File: src/rtl/sreg_pkg.sv
// rtl/sreg_pkg.sv - shared types and constants for the serial-to-parallel deserializer
package sreg_pkg;

    localparam int DEFAULT_WIDTH = 8;

    typedef enum logic [1:0] {
        ST_IDLE  = 2'd0,
        ST_SHIFT = 2'd1,
        ST_PAR   = 2'd2
    } state_t;

endpackage

File: src/rtl/sreg_deserializer_if.sv
// rtl/sreg_deserializer_if.sv - parallel frame output handshake between deserializer and consumer
interface sreg_deserializer_if #(
    parameter int WIDTH = sreg_pkg::DEFAULT_WIDTH
);
    logic [WIDTH-1:0] Q;
    logic             out_valid;
    logic             out_ready;

    modport master (output Q, output out_valid, input out_ready);
    modport slave  (input Q, input out_valid, output out_ready);
endinterface

File: src/rtl/sreg_bit_counter.sv
// rtl/sreg_bit_counter.sv - frame bit counter 0..WIDTH-1 with clear, enable and terminal-count flag
module sreg_bit_counter #(
    parameter int WIDTH = 8
) (
    input  logic sys_clk,
    input  logic sys_rst,
    input  logic clr,
    input  logic en,
    output logic tc
);
    localparam int CW = (WIDTH > 1) ? $clog2(WIDTH) : 1;
    localparam logic [CW-1:0] LAST_IDX = CW'(WIDTH - 1);

    logic [CW-1:0] count;

    always_ff @(posedge sys_clk) begin
        if (sys_rst || clr) begin
            count <= '0;
        end else if (en) begin
            count <= (count == LAST_IDX) ? '0 : count + CW'(1);
        end
    end

    assign tc = (count == LAST_IDX);
endmodule

File: src/rtl/sreg_deserializer.sv
// rtl/sreg_deserializer.sv - serial-to-parallel deserializer with ready/valid frame output
// Optional even-parity bit per frame when SREG_DESER_PARITY_EN is defined.
module sreg_deserializer
    import sreg_pkg::*;
#(
    parameter int WIDTH = DEFAULT_WIDTH
) (
    input  logic                 sys_clk,
    input  logic                 sys_rst,
    input  logic                 clr,
    input  logic                 en,
    input  logic                 sin,
    input  logic                 msb_first,
    sreg_deserializer_if.master  out_if,
    output logic                 busy,
    output logic                 overrun,
    output logic                 parity_err
);
    state_t           state, state_next;
    logic [WIDTH-1:0] sr, sr_next, deliver_data;
    logic             order_q, cur_order;
    logic             shift_en, deliver, last_bit;
`ifdef SREG_DESER_PARITY_EN
    logic             par_fail;
    logic             perr_q;
`endif

    sreg_bit_counter #(.WIDTH(WIDTH)) u_bit_counter (
        .sys_clk (sys_clk),
        .sys_rst (sys_rst),
        .clr     (clr),
        .en      (shift_en),
        .tc      (last_bit)
    );

    always_ff @(posedge sys_clk) begin
        if (sys_rst || clr) begin
            state <= ST_IDLE;
        end else begin
            state <= state_next;
        end
    end

    always_comb begin
        state_next = state;
        case (state)
            ST_IDLE:  if (en) state_next = ST_SHIFT;
            ST_SHIFT: begin
                if (en && last_bit) begin
`ifdef SREG_DESER_PARITY_EN
                    state_next = ST_PAR;
`else
                    state_next = ST_IDLE;
`endif
                end
            end
`ifdef SREG_DESER_PARITY_EN
            ST_PAR:   if (en) state_next = ST_IDLE;
`endif
            default:  state_next = ST_IDLE;
        endcase
    end

    // The first bit of a frame uses the live msb_first; later bits use the latched order.
    always_comb begin
        busy      = (state != ST_IDLE);
        shift_en  = en && ((state == ST_IDLE) || (state == ST_SHIFT));
        cur_order = (state == ST_IDLE) ? msb_first : order_q;
        sr_next   = cur_order ? {sr[WIDTH-2:0], sin} : {sin, sr[WIDTH-1:1]};
`ifdef SREG_DESER_PARITY_EN
        par_fail     = (state == ST_PAR) && en && ((^sr) != sin);
        deliver      = (state == ST_PAR) && en && ((^sr) == sin);
        deliver_data = sr;
`else
        deliver      = (state == ST_SHIFT) && en && last_bit;
        deliver_data = sr_next;
`endif
    end

    always_ff @(posedge sys_clk) begin
        if (sys_rst) begin
            sr      <= '0;
            order_q <= 1'b1;
        end else if (shift_en && !clr) begin
            sr <= sr_next;
            if (state == ST_IDLE) order_q <= msb_first;
        end
    end

    // A completing frame may replace Q only if the old one is gone or leaving on this edge.
    always_ff @(posedge sys_clk) begin
        if (sys_rst) begin
            out_if.Q         <= '0;
            out_if.out_valid <= 1'b0;
            overrun          <= 1'b0;
        end else if (clr) begin
            out_if.out_valid <= 1'b0;
            overrun          <= 1'b0;
        end else if (deliver) begin
            if (!out_if.out_valid || out_if.out_ready) begin
                out_if.Q         <= deliver_data;
                out_if.out_valid <= 1'b1;
            end else begin
                overrun <= 1'b1;
            end
        end else if (out_if.out_valid && out_if.out_ready) begin
            out_if.out_valid <= 1'b0;
        end
    end

`ifdef SREG_DESER_PARITY_EN
    always_ff @(posedge sys_clk) begin
        if (sys_rst || clr) begin
            perr_q <= 1'b0;
        end else begin
            perr_q <= par_fail;
        end
    end
    assign parity_err = perr_q;
`else
    assign parity_err = 1'b0;
`endif
endmodule

File: src/flat_wrapper.sv
// flat-port wrapper written by rule: the top's interface ports become plain ports
module sreg_deserializer_flat import sreg_pkg::*;
#(
    parameter int WIDTH = DEFAULT_WIDTH
)
  (sys_clk, sys_rst, clr, en, sin, msb_first, busy, overrun, parity_err, out_if_Q, out_if_out_valid, out_if_out_ready);
  sreg_deserializer_if #(.WIDTH(WIDTH)) out_if_i ();
  input  logic sys_clk;
  input  logic sys_rst;
  input  logic clr;
  input  logic en;
  input  logic sin;
  input  logic msb_first;
  output logic busy;
  output logic overrun;
  output logic parity_err;
  output wire logic [$bits(out_if_i.Q)-1:0] out_if_Q;
  output wire logic [$bits(out_if_i.out_valid)-1:0] out_if_out_valid;
  input wire logic [$bits(out_if_i.out_ready)-1:0] out_if_out_ready;
  assign out_if_Q = out_if_i.Q;
  assign out_if_out_valid = out_if_i.out_valid;
  assign out_if_i.out_ready = out_if_out_ready;
  sreg_deserializer #(.WIDTH(WIDTH)) u_core (.sys_clk(sys_clk), .sys_rst(sys_rst), .clr(clr), .en(en), .sin(sin), .msb_first(msb_first), .out_if(out_if_i), .busy(busy), .overrun(overrun), .parity_err(parity_err));
endmodule
File: config.mk
export PLATFORM = sky130hd
export DESIGN_NAME = sreg_deserializer_flat
export DESIGN_NICKNAME = d
export VERILOG_FILES = /design/src/rtl/sreg_pkg.sv /design/src/rtl/sreg_deserializer_if.sv /design/src/rtl/sreg_bit_counter.sv /design/src/rtl/sreg_deserializer.sv /design/src/flat_wrapper.sv
export SDC_FILE = /design/constraint.sdc
export NUM_CORES = 1
export LEC_CHECK = 0
export CORE_MARGIN = 2
export CORE_UTILIZATION = 38
export DETAILED_ROUTE_END_ITERATION = 7
export PLACE_DENSITY = 0.64
export SKIP_LAST_GASP = 1
export SYNTH_ARGS = -nofsm -noshare
export SYNTH_HDL_FRONTEND = slang
export SYNTH_SLANG_ARGS = --single-unit
File: constraint.sdc
create_clock -name sys_clk -period 1.8 [get_ports sys_clk]
set_input_delay 0.18 -clock sys_clk [delete_from_list [all_inputs] [get_ports sys_clk]]
set_output_delay 0.18 -clock sys_clk [all_outputs]
set_load 0.005 [all_outputs]
Word-level counts from Yosys, hierarchy flattened
Cells that the tools add are included.
{ "word_totals": {"regBits": 24, "in_bits": 7} }
{ "op_classes": {"mux": 9, "n_addsub": 1, "eq_ne": 5, "bitwise": 2, "reduce_logical": 19} }
{ "ops": {"columns": ["cell", "n"], "rows": [
  ["two-way mux 8 bit", 1],
  ["logical AND 1 bit", 6],
  ["AND reduction 2 bit", 3],
  ["two-way mux 1 bit", 4],
  ["two-way mux 2 bit", 2],
  ["inequality test 2 bit, second input constant", 2],
  ["case mux 2 bit (2 select lines)", 1],
  ["nonzero test 2 bit", 2],
  ["adder 3 x 1 -> 3 bit, second input constant", 1],
  ["equality test 3 bit, second input constant", 1],
  ["logical OR 1 bit", 3],
  ["two-way mux 3 bit", 1],
  ["AND reduction 3 bit", 1],
  ["equality test 2 x 1 -> 1 bit, second input constant", 1],
  ["logical NOT 1 bit", 2],
  ["logical NOT 2 bit", 1],
  ["inequality test 2 x 1 -> 1 bit, second input constant", 1],
  ["inverter 1 bit", 2],
  ["OR reduction 2 bit", 1]
]} }

Depth between registers and ports, before layout
Gate-level depths: netlist (run 1).
{ "depth": {"word_depth": 5, "mapped_depth": 6, "depth_no_buf": 5} }

Cells and area by module
Synthesis (run 1) repeated with hierarchy kept, for this count alone.
{ "hier_totals": {"cells_unflattened": 98, "hier_area_um2": 1016.0} }
{ "by_module_without_submodules": {"columns": ["module", "cells_per_inst", "instances", "area_each_um2"], "rows": [
  ["sreg_deserializer", 85, 1, 867.1],
  ["sreg_bit_counter", 13, 1, 148.9]
]} }

Worst setup path after synthesis (run 1)
OpenSTA, ideal clock, no wires.
{ "synth_timing": {"path_kind": "register to register", "start": "reg u_core.u_bit_counter.count[0]", "end": "reg u_core.out_if.Q[3]", "period_less_slack_ns": 1.491, "stages_incl_launch_ff": 7, "slack_ns": 0.309, "arrival_time_ns": 1.405, "required_ns": 1.714, "cell_sequence": "dfxtp_1 ha_1 ha_1 and3_2 and3_1 clkbuf_1 a211oi_1"} }
{ "synth_between": {"elab_chain_cells": 3} }
{ "synth_lines": {"columns": ["item", "line_no", "rtl"], "rows": [
  ["start, declared", "sreg_bit_counter.sv:14", "logic [CW-1:0] count;"],
  ["start signal, assigned", "sreg_bit_counter.sv:20", "count <= (count == LAST_IDX) ? '0 : count + CW'(1);"],
  ["equality test 3 bit", "sreg_bit_counter.sv:24", "assign tc = (count == LAST_IDX);"],
  ["logical AND 1 bit", "sreg_deserializer.sv:75", "deliver = (state == ST_SHIFT) && en && last_bit;"],
  ["AND reduction 3 bit (no line)", null, null],
  ["end signal, assigned", "sreg_deserializer.sv:101", "out_if.Q <= deliver_data;"],
  ["end, declared", "sreg_deserializer_if.sv:9", "modport master (output Q, output out_valid, input out_ready);"]
]} }
Every way passes these cells.
A chain may end at the register's enable or synchronous reset.

Worst setup path after layout (run 1)
{ "layout_timing": {"start": "reg u_core.u_bit_counter.count[0]", "end": "reg u_core.out_if.Q[6]"} }
The elaborated chain is that of the path after synthesis.

==> out/qor.yml, run 1 <==
seq_power_share: 0.616
hold_path_class: "flop to flop"
globalplace.congestion: 0.684
wl_mm: 1.88
swShare: 0.243
root_buffer: "clkbuf_4"
fin_area_um2: 1220
crit_type: "flop to flop"
syn_area_per_cell_um2: 9.63
fmax_mhz: 636
fp.dieW_um: 55.1
slowest_delay_ns: 0.35
clk_path_buf_depth: 2
grt_max_degree: 18
h-tree-depth: 1
numCtsBuffers: 3
holdWs_ns: 0.483
rr_worst_depth: 5
r2r_end: "u_core.out_if.Q[6]"
final_nets: 131
cts_tree: "yes"
reg2reg_slack_ns: 0.23
critPathRequiredTime_ns: 2.02
drc: 0
syn-cell-area_um2: 992
comb_power_share: 0.111
drive_gt1_frac: 0.108
rows: 18
ys_types: 25
dr_total_vias: 748
cp_data_arrival_time_ns: 1.79
place_inst: 146
critPathMostFrequentCell: "ha_1"
max_cap_viol_count: 0
synth.yosys.warnings: 0
p_sw_uw: 211
ir_drop_uv: 383
insertion_delay_ns: 0.31
io_pins: 19
post_cts_buffers: 0
cpMaxStageDelayCell: "dfxtp_1"
final_hold_viol_count: 0
track_usage: 0.142
dr.first_iter.drc_count: 9
setup_viol: 0
wl_per_cell_um: 12.5
drt-pass1-iter-count: 4
clock-sinks: 23
portBuffers: 17
overflow: 0
finalSetupTns_ns: 0
cp.depth: 5
fp.dieH_um: 55.1
end_kind: "flop"
core-area_um2: 2480
powerDensity_nw_per_um2: 711
initial_core_util: 0.401
cts_resized: 0
worstPathCellList: "ha_1 > ha_1 > and3_2 > and3_1 > a211oi_1"
die_area_um2: 3040
skew_ns: 0.00702
crit_buf_inv: 0
crit_fanout: 8
area_delta_synth_final_pct: 23.3
antenna_found_initial: 0
post-route-period-util: 0.873
r2r-start: "u_core.u_bit_counter.count[0]"
report.power.total_uw: 870
instances_no_fill: 150
grt_pass1_vias: 704
ant_nets: 0
seq_area_frac_synth: 0.464
syn-instance-count: 103
place_area_um2: 1200
synthesis.nets: 113
cp_top_family: "simple AND/OR/NAND/NOR gates"
pwr-share-clk: 0.273
vias_per_cell: 4.99
clkTransAtPathRegs_ns: 0.13
rsz0062_at_grt: "false"
ys_ff_latch: 23
final_max_slew_viol_count: 0
cts_hold_buf: 0
worst_setup_path_start_kind: "flop"
min_period_ns: 1.57
outcome: "completed"
power.leakage_nw: 0.452
antenna_cells: 0
intPower_uw: 658
grt_pass1_wl_mm: 3.07
startpoint: "u_core.u_bit_counter.count[0]"
crit_end: "u_core.out_if.Q[6]"
dp_hpwl_mm: 1.41
placed cells by master, fill, tap and decap left out, drive strengths merged:
| cell | count |
|---|---|
| clkinv | 1 |
| nand3b | 1 |
| inv | 2 |
| a31oi | 9 |
| mux2i | 11 |
| nand2b | 2 |
| or2 | 2 |
| conb | 1 |
| clkdlybuf4s50 | 17 |
| nor2b | 1 |
| dfxtp | 23 |
| a21o | 1 |
| clkbuf | 4 |
| ha | 3 |
| a21oi | 2 |
| a211oi | 16 |
| and3 | 2 |
| nand2 | 1 |
| o21ai | 1 |
| nand3 | 1 |
| nor2 | 13 |
| buf | 6 |
worst register-to-register path: cells and delay by family, from the launching register on:
family | cells | cell delay, ns
and+or+nand+nor | 2 | 0.48
AOI/OAI and AO/OA | 1 | 0.25
adders and majority gates | 2 | 0.42
DFF | 1 | 0.35
cell families (layout without fill, tap and decap cells):
kind of cell | Yosys count | after routing | synth area share
mux | 11 | 11 | 0.124
compound gates | 29 | 29 | 0.201
buf+inv | 13 | 30 | 0.0593
fa+ha+maj | 3 | 3 | 0.0378
flops | 23 | 23 | 0.464
other cells | 1 | 1 | 0.00378
simple gates | 23 | 23 | 0.111
power by group through the flow:
stage / Clock, mW / Combinational, mW / Sequential, mW
after floorplan: 0 / 0.0665 / 0.545
after global placement: 0 / 0.0951 / 0.547
after detailed placement: 0 / 0.0967 / 0.547
after CTS: 0.249 / 0.0973 / 0.536
after global routing: 0.265 / 0.105 / 0.538
final: 0.237 / 0.0963 / 0.536
how the worst min path moves through the flow:
| stage | end | slack, ns | from | depth (start not counted) |
|---|---|---|---|---|
| after floorplan | u_core.overrun | 0.38 | out_if_out_ready | 3 |
| after global placement | u_core.overrun | 0.46 | u_core.overrun | 2 |
| after detailed placement | u_core.overrun | 0.46 | u_core.overrun | 2 |
| after CTS | u_core.u_bit_counter.count[1] | 0.49 | u_core.u_bit_counter.count[1] | 2 |
| after global routing | u_core.u_bit_counter.count[1] | 0.50 | u_core.u_bit_counter.count[1] | 2 |
| final | u_core.overrun | 0.48 | u_core.overrun | 2 |
flip-flops by register name (all words and copies together) (netlist names):
| register | flops |
|---|---|
| u_core.overrun | 1 |
| u_core.sr | 8 |
| u_core.order_q | 1 |
| u_core.out_if.out_valid | 1 |
| u_core.out_if.Q | 8 |
| u_core.state | 1 |
| u_core.u_bit_counter.count | 3 |
through the flow:
step           worst slack [ns]   util
2_1_floorplan             0.309      -
3_3_place_gp              0.203  0.483
3_5_place_dp              0.195  0.483
4_1_cts                   0.222  0.494
5_1_grt                  0.0901  0.494
6_report                  0.228  0.494
synth_stat cells:
cell type | number | share of area
and3_1 | 1 | 0.0063
buf_4 | 1 | 0.0076
inv_1 | 2 | 0.0076
dfxtp_1 | 23 | 0.46
nand3_1 | 1 | 0.0050
buf_2 | 4 | 0.020
conb_1 | 1 | 0.0038
clkinv_1 | 1 | 0.0038
nand2_1 | 1 | 0.0038
a211oi_1 | 16 | 0.12
nand2b_1 | 2 | 0.013
a21o_1 | 1 | 0.0076
a31oi_1 | 9 | 0.057
clkbuf_1 | 4 | 0.015
mux2i_1 | 10 | 0.10
mux2i_4 | 1 | 0.023
ha_1 | 3 | 0.038
a21oi_1 | 2 | 0.010
and3_2 | 1 | 0.0076
nor2b_1 | 1 | 0.0063
clkbuf_2 | 1 | 0.0050
or2_2 | 2 | 0.013
nor2_1 | 13 | 0.049
o21ai_0 | 1 | 0.0050
nand3b_1 | 1 | 0.0076
metal layers:
layer | vias up | GRT usage | part of all wire
met3 | 2 | 0.0323 | 0.029
met1 | 331 | 0.201 | 0.53
met4 | 0 | 0.0732 | 0.012
met5 | - | 0 | 0
li1 | 405 | - | -
met2 | 10 | 0.198 | 0.42
cell type report:
type / count / area (um^2)
multi-input combinational: 67 / 473
sequential: 23 / 460
fill: 243 / 1250
inverter: 3 / 11.3
tap: 30 / 37.5
clock buffer: 4 / 26.3
timing repair buffer: 23 / 215
No activity file was read; power rests on OpenSTA's default activity.
==> run 2, diff against run 1 <==
==> constraint.sdc (replaced) <==
create_clock -name sys_clk -period 1.6 [get_ports sys_clk]
set_input_delay 0.16 -clock sys_clk [delete_from_list [all_inputs] [get_ports sys_clk]]
set_output_delay 0.16 -clock sys_clk [all_outputs]
set_load 0.005 [all_outputs]
==> run 2 against run 1 <==
First-iteration DRC count decreased by 11%. Cell count increased by 0.67%. Highest routed layer unchanged. Register-to-register slack got worse by 0.14 ns. Count of clock-buffer cells in the layout decreased by 1. Critical path depth decreased by 1. Hold slack improved by 0.0041 ns. Non-clock buffer count increased by 1. Global-route usage increased by 0.99 points. Combinational power increased by 26%.
==> out/qor.yml, run 2 (synthesis results as in run 1) <==
grt_pass1_wl_mm: 3.23
setup_viol: 0
ir_drop_uv: 523
post-route-period-util: 0.944
end_kind: "flop"
root_buffer: "clkbuf_4"
worstPathCellList: "mux2i_4 > buf_12 > mux2i_1 > a211oi_1"
min_period_ns: 1.51
track_usage: 0.152
drt-pass1-iter-count: 4
crit_buf_inv: 1
ant_nets: 0
critPathRequiredTime_ns: 1.79
cts_resized: 0
fp.dieH_um: 55.1
pwr-share-clk: 0.270
core-area_um2: 2480
initial_core_util: 0.401
post_cts_buffers: 0
holdWs_ns: 0.487
cts_hold_buf: 0
seq_power_share: 0.609
powerDensity_nw_per_um2: 771
rows: 18
dp_slack_ns: 0.0604
hold_path_class: "flop to flop"
finalWorstSetupSlack_ns: 0.0899
final_common_cell: "dfxtp_1"
final_hold_viol_count: 0
antenna_cells: 0
place_area_um2: 1220
skew_ns: 0.00424
clk_path_buf_depth: 2
comb_power_share: 0.122
final_max_slew_viol_count: 0
area_delta_synth_final_pct: 29.5
crit_fanout: 9
grt_max_degree: 18
dr_total_vias: 785
dr.first_iter.drc_count: 8
cpMaxStageDelayCell: "dfxtp_1"
fillerInstances: 244
globalplace.congestion: 0.776
io_pins: 19
h-tree-depth: 1
drc: 0
antenna_found_initial: 0
clock-sinks: 23
numCtsBuffers: 3
intPower_uw: 744
finalSetupTns_ns: 0
fp.dieW_um: 55.1
fmax_mhz: 662
cts_tree: "yes"
crit_type: "flop to flop"
layout_common_cells: "dfxtp_1 (22), clkdlybuf4s50_1 (17), a211oi_1 (15)"
portBuffers: 17
worst_setup_path_start_kind: "flop"
max_cap_viol_count: 0
reg_top3: "u_core.out_if.Q (8), u_core.sr (8), u_core.u_bit_counter.count (3)"
p_sw_uw: 247
clkTransAtPathRegs_ns: 0.13
slowest_delay_ns: 0.47
power.leakage_nw: 0.466
dp_hpwl_mm: 1.43
die_area_um2: 3040
wl_per_cell_um: 13.2
rsz0062_at_grt: "false"
wl_mm: 2.00
swShare: 0.249
final_nets: 132
drive_gt1_frac: 0.182
cp_data_arrival_time_ns: 1.70
grt_pass1_vias: 673
overflow: 0
fin_area_um2: 1280
outcome: "completed"
cp_top_family: "multiplexers"
vias_per_cell: 5.20
insertion_delay_ns: 0.31
## run 2: through the flow
stage | total power, mW | utilization | instances
2_1_floorplan | 0.687 | - | 103
3_3_place_gp | 0.732 | 0.491 | 147
3_5_place_dp | 0.734 | 0.491 | 147
4_1_cts | 1.00 | 0.503 | 151
5_1_grt | 1.04 | 0.519 | 151
6_report | 0.991 | 0.519 | 151
## run 2: power groups by stage
stage	logic [mW]	registers, mW	clock network (mW)
2_1_floorplan	0.0748	0.613	0
3_3_place_gp	0.116	0.615	0
3_5_place_dp	0.118	0.615	0
4_1_cts	0.119	0.603	0.279
5_1_grt	0.132	0.605	0.301
6_report	0.121	0.603	0.267
## run 2: path summary, 6_finish.rpt
| kind | to | slack, ns | from | depth (start not counted) |
|---|---|---|---|---|
| max reg2reg | u_core.sr[3] | 0.09 | u_core.state[0] | 4 |
| max | u_core.sr[3] | 0.09 | u_core.state[0] | 4 |
| min | u_core.overrun | 0.49 | u_core.overrun | 2 |
| min reg2reg | u_core.overrun | 0.49 | u_core.overrun | 2 |
## run 2: layout make-up
| cell class | count | area, um^2 | area share |
|---|---|---|---|
| timing repair buffer | 24 | 239 | 0.186 |
| clock inverter | 1 | 5.00 | 0.00389 |
| sequential | 23 | 462 | 0.359 |
| tap | 30 | 37.5 | 0.0292 |
| inverter | 3 | 11.3 | 0.00876 |
| multi-input combinational | 67 | 508 | 0.395 |
| clock buffer | 3 | 22.5 | 0.0175 |
## run 2: layer usage
metal  vias up  routed length [um]  global-route usage
li1        408                   -                   -
met5         -                   0                   0
met3         2                  88              0.0565
met4         0                  17              0.0366
met1       362                 981               0.212
met2        13                 909               0.220
## run 2: worst min-delay path, cell delays in order, from the launching register on
cell and delay [ns]:
dfxtp_1 0.35, a31oi_1 0.04, nor2_1 0.07
==> RTL edit 1: new RTL, config.mk and constraints of run 2 <==
Set the package constant `DEFAULT_WIDTH` to 16 (it was 8).
--- a/src/rtl/sreg_pkg.sv
+++ b/src/rtl/sreg_pkg.sv
@@ -2,5 +2,5 @@
 package sreg_pkg;
 
-    localparam int DEFAULT_WIDTH = 8;
+    localparam int DEFAULT_WIDTH = 16;
 
     typedef enum logic [1:0] {
Interface: changed (resized out_if_Q); port bits go from 19 to 27. No check against the original RTL was run, so the function may have changed too.
==> RTL edit 1 against run 2 <==
- routed wire length increased by 84%
- final cell count increased by 62%
- worst setup slack got worse by 13 ps
- area after synthesis increased by 74%
- fmax decreased by 0.84%
- clock power increased by 130%
- cell area increased by 66%
- sequential cell count increased by 17
- power increased by 88%
- highest routed layer unchanged
==> RTL edit 1: results <==
group,metric,value,unit
cts,cts_buffers,5,
pwr,seqPwrFrac,56.4,%
detailed_routing,wl_per_cell,15.1,um
cts,htreeDepth,2,
layout,n_fill_cell,385,
cts,root_buffer,"clkbuf_8",
status,status,"complete, no violations",
global_routing,track_usage,15.3,%
detailed_routing,m1WireLength,1.82,mm
detailed_routing,firstDrtPassIters,6,
global_routing,globalRouteMet1Util,20.3,%
cts,cts.clk_slew.worst_paths,70,ps
layout,drive_gt1_share,14.6,%
synth,ys_top_cells_by_count,"dfxtp_1, a211oi_1, nor2_1",
place,port_buffers,25,
global_routing,grt_max_degree,34,
layout,fin_nets,200,
global_routing,use_met3,3.52,%
layout,top_regs,"u_core.out_if.Q x16, u_core.sr x16, u_core.u_bit_counter.count x4",
pwr,p_leak,0.734,nW
cts,clk_latency,280,ps
global_routing,use_met2,24.3,%
place,dp_slack,2.49,ps
synth,ys_types,30,
sta,skew,6.53,ps
[RTL edit 1: worst max-delay path, stage by stage (launching register included)]
cell and delay [ps]:
dfxtp_1 410, buf_4 180, clkdlybuf4s50_1 500
[RTL edit 1: final cells by class]
type,count,area (um^2),area share [%]
Sequential cell,40,801,37.5
Timing Repair Buffer,36,383,17.9
Tap cell,52,65.1,3.05
Clock buffer,6,72.6,3.40
Clock inverter,1,5.00,0.234
Inverter,1,3.75,0.176
Multi-Input combinational cell,108,805,37.7
[RTL edit 1: cell families (layout without fill, tap and decap cells)]
group	Yosys count	in the layout	synth area share, %
xor+xnor	3	3	1.53
flops	40	40	46.5
mux	18	18	11.2
simple gates	33	33	9.08
buf+inv	22	44	6.97
fa+ha+maj	1	1	0.726
other cells	1	1	0.218
compound gates	52	52	23.8
[RTL edit 1: path summary, 6_finish.rpt]
| path | end | depth (start not counted) | slack [ps] | from |
|---|---|---|---|---|
| worst min-delay path | u_core.overrun$_SDFFE_PP0P_ | 2 | 480 | u_core.overrun$_SDFFE_PP0P_ |
| worst max register to register | u_core.out_if.Q[1]$_SDFFE_PP0P_ | 5 | 160 | u_core.u_bit_counter.count[0]$_SDFFE_PP0P_ |
| worst min register to register | u_core.overrun$_SDFFE_PP0P_ | 2 | 480 | u_core.overrun$_SDFFE_PP0P_ |
| worst max-delay path | busy | 2 | 80 | u_core.state[0]$_SDFFE_PP0P_ |
[RTL edit 1: metrics by stage]
stage	instances	hold WS (ps)	power, mW	util (%)	area (um^2)
floorplan	170	278	1.21	-	1720
global placement	237	463	1.26	47.2	2060
detailed placement	237	466	1.27	47.2	2060
finish	244	484	1.86	49.0	2130
global route	244	535	1.96	49.0	2130
CTS	244	489	1.89	49.0	2130
==> RTL edit 2: new RTL, config.mk and constraints of run 2 <==
Made on the original files. Re-encode `state_t` (3 states) as one-hot, 3 bits wide.
--- a/src/rtl/sreg_pkg.sv
+++ b/src/rtl/sreg_pkg.sv
@@ -4,8 +4,8 @@
     localparam int DEFAULT_WIDTH = 8;
 
-    typedef enum logic [1:0] {
-        ST_IDLE  = 2'd0,
-        ST_SHIFT = 2'd1,
-        ST_PAR   = 2'd2
+    typedef enum logic [2:0] {
+        ST_IDLE  = 3'b001,
+        ST_SHIFT = 3'b010,
+        ST_PAR   = 3'b100
     } state_t;
 
Behaviour: same outputs for any inputs over 10 cycles, from zero or initial values and one cycle with sys_rst high; not proved beyond that.
==> RTL edit 2 against run 2 <==
- power rose by 15%
- worst setup slack got worse by 17 ps
- area after synthesis rose by 6.8%
- global-route usage fell by 0.21 points
- routed wire length rose by 20%
- cell area rose by 11%
- sequential cell count rose by 1
- sequential power rose by 5.3%
- critical path type unchanged
- critical endpoint is now u_core.out_if.Q[4]$_SDFFE_PP0P_
- highest routed layer unchanged
==> RTL edit 2: results <==
group,metric,value,unit
critical_path,arrival,1730,ps
layout,fin_nets,144,
critical_path,cp_slowest_cell,"dfxtp_2",
critical_path,setup.worst_path.start,"u_core.state[1]$_SDFFE_PP0P_",
status,status,"complete, no violations",
sta,skew,1.25,ps
synth,synth_nets,120,
layout,nNonClkInverters,7,
detailed_routing,vias,873,
synth,synthMuxAreaShare,12.5,%
layout,nClkBuffers,4,
critical_path,ff2ff_path_depth,6,
critical_path,critical-path-max-stage-delay,360,ps
layout,final_util,52.7,%
synth,synth_compound_area_share,20.9,%
pwr,clock_power_share,28.1,%
place,post_dp_cell_area,0.00129,mm^2
synth,ys_ff_latch,24,
layout,buf_share,18.5,%
pwr,powerSeq,0.635,mW
layout,nMultiInputCombCells,70,
global_routing,track_usage,14.9,%
layout,n_all_buffers,27,
sta,period_share,95.4,%
detailed_routing,drt_iter0_drc,30,
worst_hold_path,min_path_type,"in -> reg",
synth,netlist_top_cells_area,"dfxtp_1, a211oi_1, mux2i_1",
layout,n_fill_cell,250,
pwr,ir_worst_vdd,0.000566,V
place,gp_congestion,0.780,
cts,cts.repair.resized,5,
pwr,switching_power,0.286,mW
worst_hold_path,min-delay-start,"out_if_out_ready",
layout,instances_no_fill,163,
critical_path,rr_endpoint,"u_core.out_if.Q[4]$_SDFFE_PP0P_",
pwr,p_leak,0.547,nW
global_routing,grt_pass1_vias,880,
place,hpwl,1.61,mm
==> RTL edit 2: cell count changes in the layout (fill, tap and decap cells not counted), moves of 2 or more <==
cell      change
inv_1         +3
ha_4          +2
a31oi_1       +4
a31oi_2       -4
a211oi_1      -5
buf_4         +3
a211oi_2      +5
==> RTL edit 2: cell families (layout without fill, tap and decap cells) <==
| logic type | Yosys count | after routing |
|---|---|---|
| AO/OA/AOI/OAI | 32 | 32 |
| flip-flops | 24 | 24 |
| AND/OR/NAND/NOR | 21 | 21 |
| buffers and inverters | 15 | 38 |
| multiplexers | 12 | 12 |
| adder cells (fa/ha/maj) | 4 | 4 |
| other | 1 | 1 |
==> RTL edit 2: routing by layer <==
| metal | vias up | global-route usage, % | wire, um |
|---|---|---|---|
| li1 | 435 | - | - |
| met1 | 425 | 19.8 | 1090 |
| met2 | 11 | 24.8 | 1230 |
| met3 | 2 | 2.30 | 60 |
| met4 | 0 | 4.98 | 8 |
| met5 | - | 0 | 0 |
